[config.mk]
export PLATFORM = sky130hd
export DESIGN_NAME = uart_rx_fifo
export DESIGN_NICKNAME = d
export VERILOG_FILES = /design/src/rtl/uart_rx_fifo.sv
export SDC_FILE = /design/constraint.sdc
export NUM_CORES = 1
export LEC_CHECK = 0
export CORE_MARGIN = 2
export CORE_UTILIZATION = 60
export CTS_BUF_LIST = sky130_fd_sc_hd__clkbuf_4 sky130_fd_sc_hd__clkbuf_8
export CTS_CLUSTER_SIZE = 12
export DETAILED_ROUTE_END_ITERATION = 8
export DONT_BUFFER_PORTS = 1
export GPL_ROUTABILITY_DRIVEN = 0
export PLACE_DENSITY = 0.87
export SYNTH_ARGS = -nofsm -noshare
export SYNTH_HDL_FRONTEND = slang
export SYNTH_SLANG_ARGS = --single-unit
[constraint.sdc]
create_clock -name CLK -period 4.1 [get_ports CLK]
set_clock_uncertainty 0.1 [all_clocks]
set_input_delay 0.82 -clock CLK [delete_from_list [all_inputs] [get_ports CLK]]
set_output_delay 0.82 -clock CLK [all_outputs]
set_load 0.05 [all_outputs]
[src/rtl/uart_rx_fifo.sv]
// UART receiver with a first-word fall-through receive FIFO.
// Handles a configurable frame (data width, parity, stop bits). Error flags are sticky.
// The consumer reads through a valid/ready interface.
module uart_rx_fifo #(
    parameter int unsigned CLOCK_FREQUENCY = 500_000_000,
    parameter int unsigned BAUD_RATE       = 115_200,
    parameter int unsigned DATA_BITS       = 8,
    parameter int unsigned PARITY          = 0,
    parameter int unsigned STOP_BITS       = 1,
    parameter int unsigned FIFO_DEPTH      = 16
) (
    input  logic                          CLK,
    input  logic                          NRST,
    input  logic                          UART_RX_DSER,
    output logic [DATA_BITS-1:0]          RDATA,
    output logic                          RVALID,
    input  logic                          RREADY,
    output logic [$clog2(FIFO_DEPTH):0]   FIFO_COUNT,
    output logic                          PARITY_ERR,
    output logic                          FRAME_ERR,
    output logic                          OVERRUN,
    input  logic                          ERR_CLR
);

    localparam int unsigned CLKS_PER_BIT = CLOCK_FREQUENCY / BAUD_RATE;
    localparam int unsigned CNT_W        = $clog2(CLKS_PER_BIT);
    localparam int unsigned BIT_W        = $clog2(DATA_BITS);
    localparam int unsigned PTR_W        = $clog2(FIFO_DEPTH);
    localparam int unsigned OCC_W        = PTR_W + 1;

    localparam logic [CNT_W-1:0] CNT_HALF  = CNT_W'(CLKS_PER_BIT / 2 - 1);
    localparam logic [CNT_W-1:0] CNT_FULL  = CNT_W'(CLKS_PER_BIT - 1);
    localparam logic [BIT_W-1:0] LAST_BIT  = BIT_W'(DATA_BITS - 1);
    localparam logic             LAST_STOP = (STOP_BITS == 2);
    localparam logic             PAR_ODD   = (PARITY == 1);
    localparam logic [OCC_W-1:0] OCC_FULL  = OCC_W'(FIFO_DEPTH);

    // Reject parameter sets the datapath cannot support.
    if (CLKS_PER_BIT < 4) begin : g_chk_baud
        $error("uart_rx_fifo: CLOCK_FREQUENCY / BAUD_RATE must be at least 4");
    end
    if (DATA_BITS < 5 || DATA_BITS > 9) begin : g_chk_data
        $error("uart_rx_fifo: DATA_BITS must be in 5..9");
    end
    if (PARITY > 2) begin : g_chk_parity
        $error("uart_rx_fifo: PARITY must be 0, 1 or 2");
    end
    if (STOP_BITS < 1 || STOP_BITS > 2) begin : g_chk_stop
        $error("uart_rx_fifo: STOP_BITS must be 1 or 2");
    end
    if (FIFO_DEPTH < 2 || (FIFO_DEPTH & (FIFO_DEPTH - 1)) != 0) begin : g_chk_depth
        $error("uart_rx_fifo: FIFO_DEPTH must be a power of two >= 2");
    end

    typedef enum logic [2:0] {
        StIdle,
        StStart,
        StData,
        StPar,
        StStop,
        StBreak
    } state_e;

    // Synchroniser and edge-detect history
    logic rx_meta_q, rxs_q, rxs_prev_q;

    // Receiver state
    state_e               state_q, state_d;
    logic [CNT_W-1:0]     cnt_q, cnt_d;
    logic [BIT_W-1:0]     bit_idx_q, bit_idx_d;
    logic                 stop_idx_q, stop_idx_d;
    logic [DATA_BITS-1:0] shift_q, shift_d;
    logic                 par_pend_q, par_pend_d;

    // Frame-level events from the receiver
    logic push, frame_evt, parity_evt;
    logic cnt_done;

    // FIFO storage and control
    logic [DATA_BITS-1:0] mem_q [FIFO_DEPTH];
    logic [PTR_W-1:0]     wr_ptr_q, wr_ptr_d;
    logic [PTR_W-1:0]     rd_ptr_q, rd_ptr_d;
    logic [OCC_W-1:0]     count_q, count_d;
    logic                 rvalid, full, pop, push_ok, overrun_evt;

    // Sticky error flags
    logic parity_err_q, parity_err_d;
    logic frame_err_q, frame_err_d;
    logic overrun_q, overrun_d;

    // Two-flop synchroniser plus one history flop for start-edge detection
    always_ff @(posedge CLK or negedge NRST) begin
        if (!NRST) begin
            rx_meta_q  <= 1'b1;
            rxs_q      <= 1'b1;
            rxs_prev_q <= 1'b1;
        end else begin
            rx_meta_q  <= UART_RX_DSER;
            rxs_q      <= rx_meta_q;
            rxs_prev_q <= rxs_q;
        end
    end

    assign cnt_done = (cnt_q == '0);

    // Receiver next-state: bit timing, sampling, parity and stop checks
    always_comb begin
        state_d    = state_q;
        cnt_d      = cnt_q;
        bit_idx_d  = bit_idx_q;
        stop_idx_d = stop_idx_q;
        shift_d    = shift_q;
        par_pend_d = par_pend_q;
        push       = 1'b0;
        frame_evt  = 1'b0;
        parity_evt = 1'b0;
        unique case (state_q)
            StIdle: begin
                if (rxs_prev_q && !rxs_q) begin
                    state_d = StStart;
                    cnt_d   = CNT_HALF;
                end
            end
            StStart: begin
                if (!cnt_done) begin
                    cnt_d = cnt_q - CNT_W'(1);
                end else if (rxs_q) begin
                    // Line back high at mid start bit: treat as a glitch
                    state_d = StIdle;
                end else begin
                    state_d    = StData;
                    cnt_d      = CNT_FULL;
                    bit_idx_d  = '0;
                    par_pend_d = 1'b0;
                end
            end
            StData: begin
                if (!cnt_done) begin
                    cnt_d = cnt_q - CNT_W'(1);
                end else begin
                    // Shift in at the top so the first bit ends at the LSB
                    shift_d = {rxs_q, shift_q[DATA_BITS-1:1]};
                    cnt_d   = CNT_FULL;
                    if (bit_idx_q == LAST_BIT) begin
                        stop_idx_d = 1'b0;
                        state_d    = (PARITY != 0) ? StPar : StStop;
                    end else begin
                        bit_idx_d = bit_idx_q + BIT_W'(1);
                    end
                end
            end
            StPar: begin
                if (!cnt_done) begin
                    cnt_d = cnt_q - CNT_W'(1);
                end else begin
                    par_pend_d = ((^shift_q) ^ rxs_q) != PAR_ODD;
                    cnt_d      = CNT_FULL;
                    state_d    = StStop;
                end
            end
            StStop: begin
                if (!cnt_done) begin
                    cnt_d = cnt_q - CNT_W'(1);
                end else if (!rxs_q) begin
                    frame_evt = 1'b1;
                    state_d   = StBreak;
                end else if (stop_idx_q == LAST_STOP) begin
                    // Return to idle at mid stop bit so a following start edge is not missed
                    if (par_pend_q) begin
                        parity_evt = 1'b1;
                    end else begin
                        push = 1'b1;
                    end
                    state_d = StIdle;
                end else begin
                    stop_idx_d = 1'b1;
                    cnt_d      = CNT_FULL;
                end
            end
            StBreak: begin
                if (rxs_q) begin
                    state_d = StIdle;
                end
            end
            default: state_d = StIdle;
        endcase
    end

    // Receiver state registers
    always_ff @(posedge CLK or negedge NRST) begin
        if (!NRST) begin
            state_q    <= StIdle;
            cnt_q      <= '0;
            bit_idx_q  <= '0;
            stop_idx_q <= 1'b0;
            shift_q    <= '0;
            par_pend_q <= 1'b0;
        end else begin
            state_q    <= state_d;
            cnt_q      <= cnt_d;
            bit_idx_q  <= bit_idx_d;
            stop_idx_q <= stop_idx_d;
            shift_q    <= shift_d;
            par_pend_q <= par_pend_d;
        end
    end

    // FIFO control: simultaneous push and pop on a full FIFO are both accepted
    always_comb begin
        rvalid      = (count_q != '0);
        full        = (count_q == OCC_FULL);
        pop         = rvalid && RREADY;
        push_ok     = push && (!full || pop);
        overrun_evt = push && full && !pop;
        wr_ptr_d    = push_ok ? wr_ptr_q + PTR_W'(1) : wr_ptr_q;
        rd_ptr_d    = pop ? rd_ptr_q + PTR_W'(1) : rd_ptr_q;
        count_d     = count_q;
        if (push_ok && !pop) begin
            count_d = count_q + OCC_W'(1);
        end else if (pop && !push_ok) begin
            count_d = count_q - OCC_W'(1);
        end
    end

    // FIFO storage; read data is gated by occupancy so it needs no reset
    always_ff @(posedge CLK) begin
        if (push_ok) begin
            mem_q[wr_ptr_q] <= shift_q;
        end
    end

    // FIFO pointers and occupancy
    always_ff @(posedge CLK or negedge NRST) begin
        if (!NRST) begin
            wr_ptr_q <= '0;
            rd_ptr_q <= '0;
            count_q  <= '0;
        end else begin
            wr_ptr_q <= wr_ptr_d;
            rd_ptr_q <= rd_ptr_d;
            count_q  <= count_d;
        end
    end

    // Sticky flags: a new event wins over a coincident clear
    always_comb begin
        parity_err_d = (parity_err_q && !ERR_CLR) || parity_evt;
        frame_err_d  = (frame_err_q && !ERR_CLR) || frame_evt;
        overrun_d    = (overrun_q && !ERR_CLR) || overrun_evt;
    end

    // Sticky flag registers
    always_ff @(posedge CLK or negedge NRST) begin
        if (!NRST) begin
            parity_err_q <= 1'b0;
            frame_err_q  <= 1'b0;
            overrun_q    <= 1'b0;
        end else begin
            parity_err_q <= parity_err_d;
            frame_err_q  <= frame_err_d;
            overrun_q    <= overrun_d;
        end
    end

    assign RDATA      = rvalid ? mem_q[rd_ptr_q] : '0;
    assign RVALID     = rvalid;
    assign FIFO_COUNT = count_q;
    assign PARITY_ERR = parity_err_q;
    assign FRAME_ERR  = frame_err_q;
    assign OVERRUN    = overrun_q;

endmodule

==> impl_metrics.ini, run 1 <==
[sta]
maxSlewViolCount = 0
fmax_ghz = 0.2676
hold_viol = 0
fin_tns_setup_ns = 0
slew_headroom = 0.4301
min_period_over_period = 0.9116
setup_violations = 0
worstMarginPinSlew_ns = 0.8520
rsz0062_at_grt = false
fin_crit_ns = 3.737

[critical_path]
start_kind = flip-flop
setup.worst_path.class = flip-flop to primary output
end_kind = primary output
worstPathMaxFanout = 20
crit_family = multiplexers
critPathRequiredTime_ns = 3.18
cp_slowest_cell = dfrtp_2
arrival_ns = 2.82
path_buf_inv = 1
path_cells = buf_12, mux4_2, mux4_2, and2_1
max_stage_delay_ns = 0.69
crit_top_cell = mux4_2

[floorplan]
die_area_mm2 = 0.01373
fp.coreArea_mm2 = 0.01257
die_h_um = 117.2
rows = 41
start_util = 0.6116
die_w_um = 117.2
io_pins = 22

[yosys]
synth_commonest_cells = edfxtp_1 (128), dfrtp_1 (44), mux4_2 (40)
synthTopCellsByArea = edfxtp_1 (50%), dfrtp_1 (14%), mux4_2 (12%)
yosysWarnings = 0
ys_seq_elements = 175
yosysTopAreaCell = edfxtp_1
synth.avg_cell_area_um2 = 16.02
yosysMostFrequentCell = edfxtp_1
synth_edf_count = 128
syn_nets = 500
synth.cell_area_mm2 = 0.007687
ys.flop_type = edfxtp_1
seq_area_frac_synth = 0.6535
synth_top_area_frac = 0.5000
synth_cells = 480
synthArstFlopShare = 0.2686
ys_types = 54

[global_route]
grt-ovfl-total = 0
grt_pass1_wl_mm = 23.18
grt_util_all_layers = 0.2336
antenna_found_initial = 0
grt_start_max_net_pins = 45
grt_pass1_vias = 4185

[pwr]
p_per_area_mw_per_mm2 = 588.7
power.leakage_nw = 2.843
vdd_ir_drop_max_mv = 0.2749
total_power_mw = 4.880

[routing]
drc_errors = 0
vias_per_cell = 6.288
antenna_left = 0
routedWlPerCell_um = 22.04
routed_wl_mm = 14.64
drt_iter0_drc = 456
vias = 4175
dr.pass1.iters = 5

[clock_tree]
cts_made_buffers = 17
cts_resized = 0
insertion_delay_ns = 0.45
post_cts_buffers = 0
cts_tree = done
root_buffer = clkbuf_8
cts_sinks = 175
path_clk_slew_ns = 0.09
postCtsHoldBufs = 1
clk_path_buf_depth = 2
htreeDepth = 4

[hold_path]
hp-class = input port to async pin

[run_status]
status = complete, no violations

[flow_run]
maxCapViolCount = 0

[layout]
syn_to_final_growth_pct = 7.829
stdcell_count = 664
finalInstanceArea_mm2 = 0.008289
nNetsFinal = 499
antennaDiodeCount = 0
drive_above_1_share = 0.2297

[placed_design]
place_area_mm2 = 0.007806
port_buffers = 0
hpwl_mm = 9.474
dp.cells = 631
stage by stage:
stage	worst slack (ns)	util	hold WS (ns)
CTS	0.3147	0.6595	0.06720
detailed placement	0.6006	0.6211	0.2468
finish	0.3626	0.6595	0.09462
global placement	0.8136	0.6211	0.2490
floorplan	0.6304	-	0.2452
global route	0.2591	0.6595	0.06851
cells in the final DEF, fill, tap and decap left out, types with 2 or more instances in the layout:
cell type,count
nand3_1,5
o31ai_1,10
nand2_1,27
buf_4,6
nor2b_1,3
and2_1,9
clkinvlp_4,4
or3b_2,3
clkinv_1,2
xor2_1,5
clkinv_4,2
nor4_1,3
inv_1,11
a21oi_1,8
mux2_2,10
nor2_2,8
edfxtp_1,128
or3_1,4
bufinv_16,5
o21ai_0,25
nor4_4,2
nor3_1,6
nor2_1,31
ha_1,14
nand2b_1,3
nand4_1,4
nand3b_1,5
dfrtp_1,43
or4_1,4
xnor2_1,15
mux4_2,40
clkbuf_8,17
dfstp_2,3
worst paths after layout:
check                            start             to  slack, ns  depth (start not counted)
max reg2reg                   cnt_q[0]  FIFO_COUNT[4]       0.54                         13
min                               NRST     rxs_prev_q       0.09                          0
min in group CLK             rx_meta_q          rxs_q       0.26                          0
min reg2reg                  rx_meta_q          rxs_q       0.26                          0
max                        rd_ptr_q[0]       RDATA[5]       0.36                          4
max in group asynchronous         NRST    rd_ptr_q[0]       3.57                          1
metal layers:
layer | track usage | share of wire
met1 | 0.3150 | 0.39
met2 | 0.3739 | 0.51
met3 | 0.04686 | 0.069
met4 | 0.1051 | 0.028
met5 | 0 | 0
state kept, by name, indices dropped and copies added, names as in the netlist, 3 cells and up:
name	count
FIFO_COUNT	5
shift_q	8
bit_idx_q	3
state_q	3
cnt_q	13
mem_q	128
wr_ptr_q	4
rd_ptr_q	4
power breakdown:
part	internal, mW	total (mW)	switching, mW
Combinational	0.535	1.29	0.751
Clock	0.730	1.33	0.604
Sequential	1.98	2.26	0.283
Total	3.24	4.88	1.64
area by class of cell:
| type | instances | area (µm²) |
|---|---|---|
| clock buffers | 18 | 241.5 |
| clock inverters | 14 | 214.0 |
| fillers | 797 | 4279 |
| inverters | 12 | 45.04 |
| multi-input cells | 265 | 2456 |
| flip-flops and latches | 175 | 5025 |
| well taps | 172 | 215.2 |
| repair buffers | 8 | 92.59 |
worst reg2reg max path: stages (launching register included):
cell	delay [ns]
dfrtp_1	0.43
inv_1	0.11
ha_1	0.16
nor4b_4	0.35
nand4b_4	0.24
nor4_4	0.44
ha_1	0.29
inv_1	0.11
ha_1	0.30
nor2b_1	0.14
o21a_1	0.17
or3_1	0.30
a21oi_1	0.17
xor2_1	0.17
cells by family after synthesis:
| kind of cell | share of synthesized area |
|---|---|
| AO/OA/AOI/OAI | 0.04183 |
| XOR/XNOR | 0.02279 |
| adder cells (fa/ha/maj) | 0.02539 |
| buffers and inverters | 0.02702 |
| flip-flops | 0.6535 |
| multiplexers | 0.1338 |
| AND/OR/NAND/NOR | 0.09570 |
Note: power is estimated with default switching activity, not from simulation.
==> run 2: changes to the inputs <==
--- a/config.mk
+++ b/config.mk
@@ -5,6 +5,7 @@
 export SDC_FILE = /design/constraint.sdc
 export NUM_CORES = 1
 export LEC_CHECK = 0
+export ABC_AREA = 1
 export CORE_MARGIN = 2
 export CORE_UTILIZATION = 60
 export CTS_BUF_LIST = sky130_fd_sc_hd__clkbuf_4 sky130_fd_sc_hd__clkbuf_8
==> constraint.sdc (replaced) <==
create_clock -name CLK -period 4.3 [get_ports CLK]
set_clock_uncertainty 0.1 [all_clocks]
set_input_delay 0.86 -clock CLK [delete_from_list [all_inputs] [get_ports CLK]]
set_output_delay 0.86 -clock CLK [all_outputs]
set_load 0.05 [all_outputs]
==> run 2 against run 1 <==
Compared with the run above:
- die area up 5.0%
- global-route usage up 0.67 points
- clock power down 25%
- combinational power up 73%
- sequential power down 6%
- first-iteration DRC count up 5.9%
- worst setup slack better by 0.37 ns
- count of clock-buffer cells in the layout up 1
- flip-flop and latch count unchanged
- core utilization down 0.59 points
- worst hold slack better by 0.030 ns
- via count up 36%
==> impl_metrics.ini, run 2 <==
[run_status]
status = complete, no violations

[yosys]
yosysMostFrequentCell = nand2_1
seq_area_frac_synth = 0.6213
synth.avg_cell_area_um2 = 9.994
synth_commonest_cells = nand2_1 (268), edfxtp_1 (128), nand3_1 (122)
synth_top_area_frac = 0.4754
synth.cell_area_mm2 = 0.008085
yosysTopAreaCell = edfxtp_1
ys.flop_type = edfxtp_1
ys_seq_elements = 175
synth_edf_count = 128
synthTopCellsByArea = edfxtp_1 (48%), dfrtp_1 (14%), nand2_1 (12%)
synth_cells = 809
yosysWarnings = 0
ys_types = 35
synthArstFlopShare = 0.2686
syn_nets = 829

[clock_tree]
path_clk_slew_ns = 0.09
cts_resized = 0
cts_sinks = 175
root_buffer = clkbuf_8
insertion_delay_ns = 0.46
post_cts_buffers = 0
htreeDepth = 4
clk_path_buf_depth = 2
postCtsHoldBufs = 1
cts_made_buffers = 17
cts_tree = done

[global_route]
grt_busiest_layer = met2
grt_pass1_wl_mm = 26.41
grt_util_all_layers = 0.2404
gr-usage-met1 = 0.3245
grt_pass1_vias = 5255
grt_start_max_net_pins = 67
met3_usage = 0.04230
grtUsageMet2 = 0.3839
antenna_found_initial = 0
grt-ovfl-total = 0

[pwr]
vdd_ir_drop_max_mv = 0.4010
p_comb_frac = 0.417
clkPwrFrac = 0.187
power.leakage_nw = 3.516
seqPwrFrac = 0.397
switching_share = 0.4418
p_switching_mw = 2.367
p_int_mw = 2.991
p_per_area_mw_per_mm2 = 621.4

[layout]
antennaDiodeCount = 0
drive_above_1_share = 0.1114
max_flop_register = mem_q
syn_to_final_growth_pct = 6.639
reg_top3 = mem_q x128, cnt_q x13, shift_q x8
nNetsFinal = 833
finalInstanceArea_mm2 = 0.008622
fin_util = 0.6537
mostFrequentLayoutCells = nand2_1 (268), edfxtp_1 (128), nand3_1 (122)
largest_register_ffs = 128
final_common_cell = nand2_1

[routing]
drt_iter0_drc = 483
antenna_left = 0
vias = 5672
routed_wl_mm = 16.32
dr.pass1.iters = 5
vias_per_cell = 5.661
routedWlPerCell_um = 16.29
drc_errors = 0

[critical_path]
max_stage_delay_ns = 0.83
cp_slowest_cell = inv_1
end_kind = primary output
start_kind = flip-flop
critPathRequiredTime_ns = 3.34
setup.worst_path.class = flip-flop to primary output
path_cells = inv_1, nand3_1, nand3_1, nand2_1, nand2_1, a21oi_1, buf_4
r2r-start = FIFO_COUNT[2]
worstPathMaxFanout = 33
r2r_slack_ns = 0.74
arrival_ns = 2.61
reg2reg_depth = 15
r2r-end = FIFO_COUNT[4]

[sta]
min_period_over_period = 0.8293
fin_tns_setup_ns = 0
fin_crit_ns = 3.566
slew_headroom = 0.2449
maxSlewViolCount = 0
hold_viol = 0
rsz0062_at_grt = false
worstMarginPinSlew_ns = 1.131
setup_violations = 0
fmax_ghz = 0.2804

[placed_design]
port_buffers = 0
place_area_mm2 = 0.008257
hpwl_mm = 10.38

[floorplan]
die_area_mm2 = 0.01442
die_h_um = 120.1
io_pins = 22
start_util = 0.6130
rows = 42
fp.coreArea_mm2 = 0.01319
die_w_um = 120.1

[hold_path]
hp-class = input port to async pin

[flow_run]
maxCapViolCount = 0
run 2: cell types whose count changed in the layout (fill, tap and decap cells not counted), sizes merged, moves of 6 or more:
cell	previous run	this run
inv	13	55
o31ai	10	1
mux2	11	1
buf	8	16
and2	10	1
o21ai	25	32
xnor2	15	7
nor4	6	0
mux4	40	0
nor2	39	48
a21oi	8	17
nand3	6	128
nand2	27	277
run 2: cell type report:
type                       count  area [µm²]
tap                          176       220.2
inverter                      53       198.9
clock inverter                13       88.84
fill                         945        4568
timing repair buffer          16       140.1
multi-input combinational    550        2700
clock buffer                  19       249.0
sequential                   175        5025
run 2: logic make-up after synthesis:
family,after synthesis,synth area share
fa+ha+maj,15,0.02414
buf+inv,84,0.04472
flops,175,0.6213
compound gates,53,0.03590
mux,1,0.001393
xor+xnor,17,0.01842
simple gates,464,0.2541
run 2: worst max-delay path: cells and delay by family, from the launching register on:
kind                   cells  cell delay [ns]
buffers and inverters      2             1.04
flip-flops                 1             0.41
AND/OR/NAND/NOR            4             0.58
AO/OA/AOI/OAI              1             0.10
run 2: per-layer routing:
layer | part of all wire | vias to the layer above
li1 | - | 2721
met1 | 0.41 | 2681
met2 | 0.49 | 236
met3 | 0.076 | 34
met4 | 0.027 | 0
met5 | 0 | -
run 2: stage by stage:
| step | std cells | power [mW] | hold slack, ns | setup WS, ns |
|---|---|---|---|---|
| finish | 1002 | 5.358 | 0.1248 | 0.7339 |
| detailed placement | 969 | 4.343 | 0.2476 | 0.7775 |
| global route | 1002 | 5.675 | 0.1125 | 0.4669 |
| global placement | 969 | 4.286 | 0.2465 | 0.8956 |
| CTS | 1002 | 5.333 | 0.1080 | 0.7577 |
| floorplan | 809 | 3.852 | 0.2452 | 1.090 |
run 2: power by group through the flow:
| stage | combinational [mW] | clock, mW | sequential, mW |
|---|---|---|---|
| finish | 2.23 | 1.00 | 2.13 |
| global route | 2.47 | 1.06 | 2.14 |
| CTS | 2.21 | 1.00 | 2.12 |
| detailed placement | 2.18 | 0 | 2.16 |
| global placement | 2.13 | 0 | 2.16 |
| floorplan | 1.74 | 0 | 2.11 |
run 2: worst max-delay path by stage:
stage / from / endpoint / slack [ns]
after floorplan: FIFO_COUNT[2] / FIFO_COUNT[4] / 1.09
after global routing: FIFO_COUNT[2] / FIFO_COUNT[4] / 0.47
after detailed placement: FIFO_COUNT[2] / FIFO_COUNT[4] / 0.78
final: rd_ptr_q[1] / RDATA[7] / 0.73
after CTS: FIFO_COUNT[3] / FIFO_COUNT[4] / 0.76
after global placement: FIFO_COUNT[2] / FIFO_COUNT[4] / 0.90
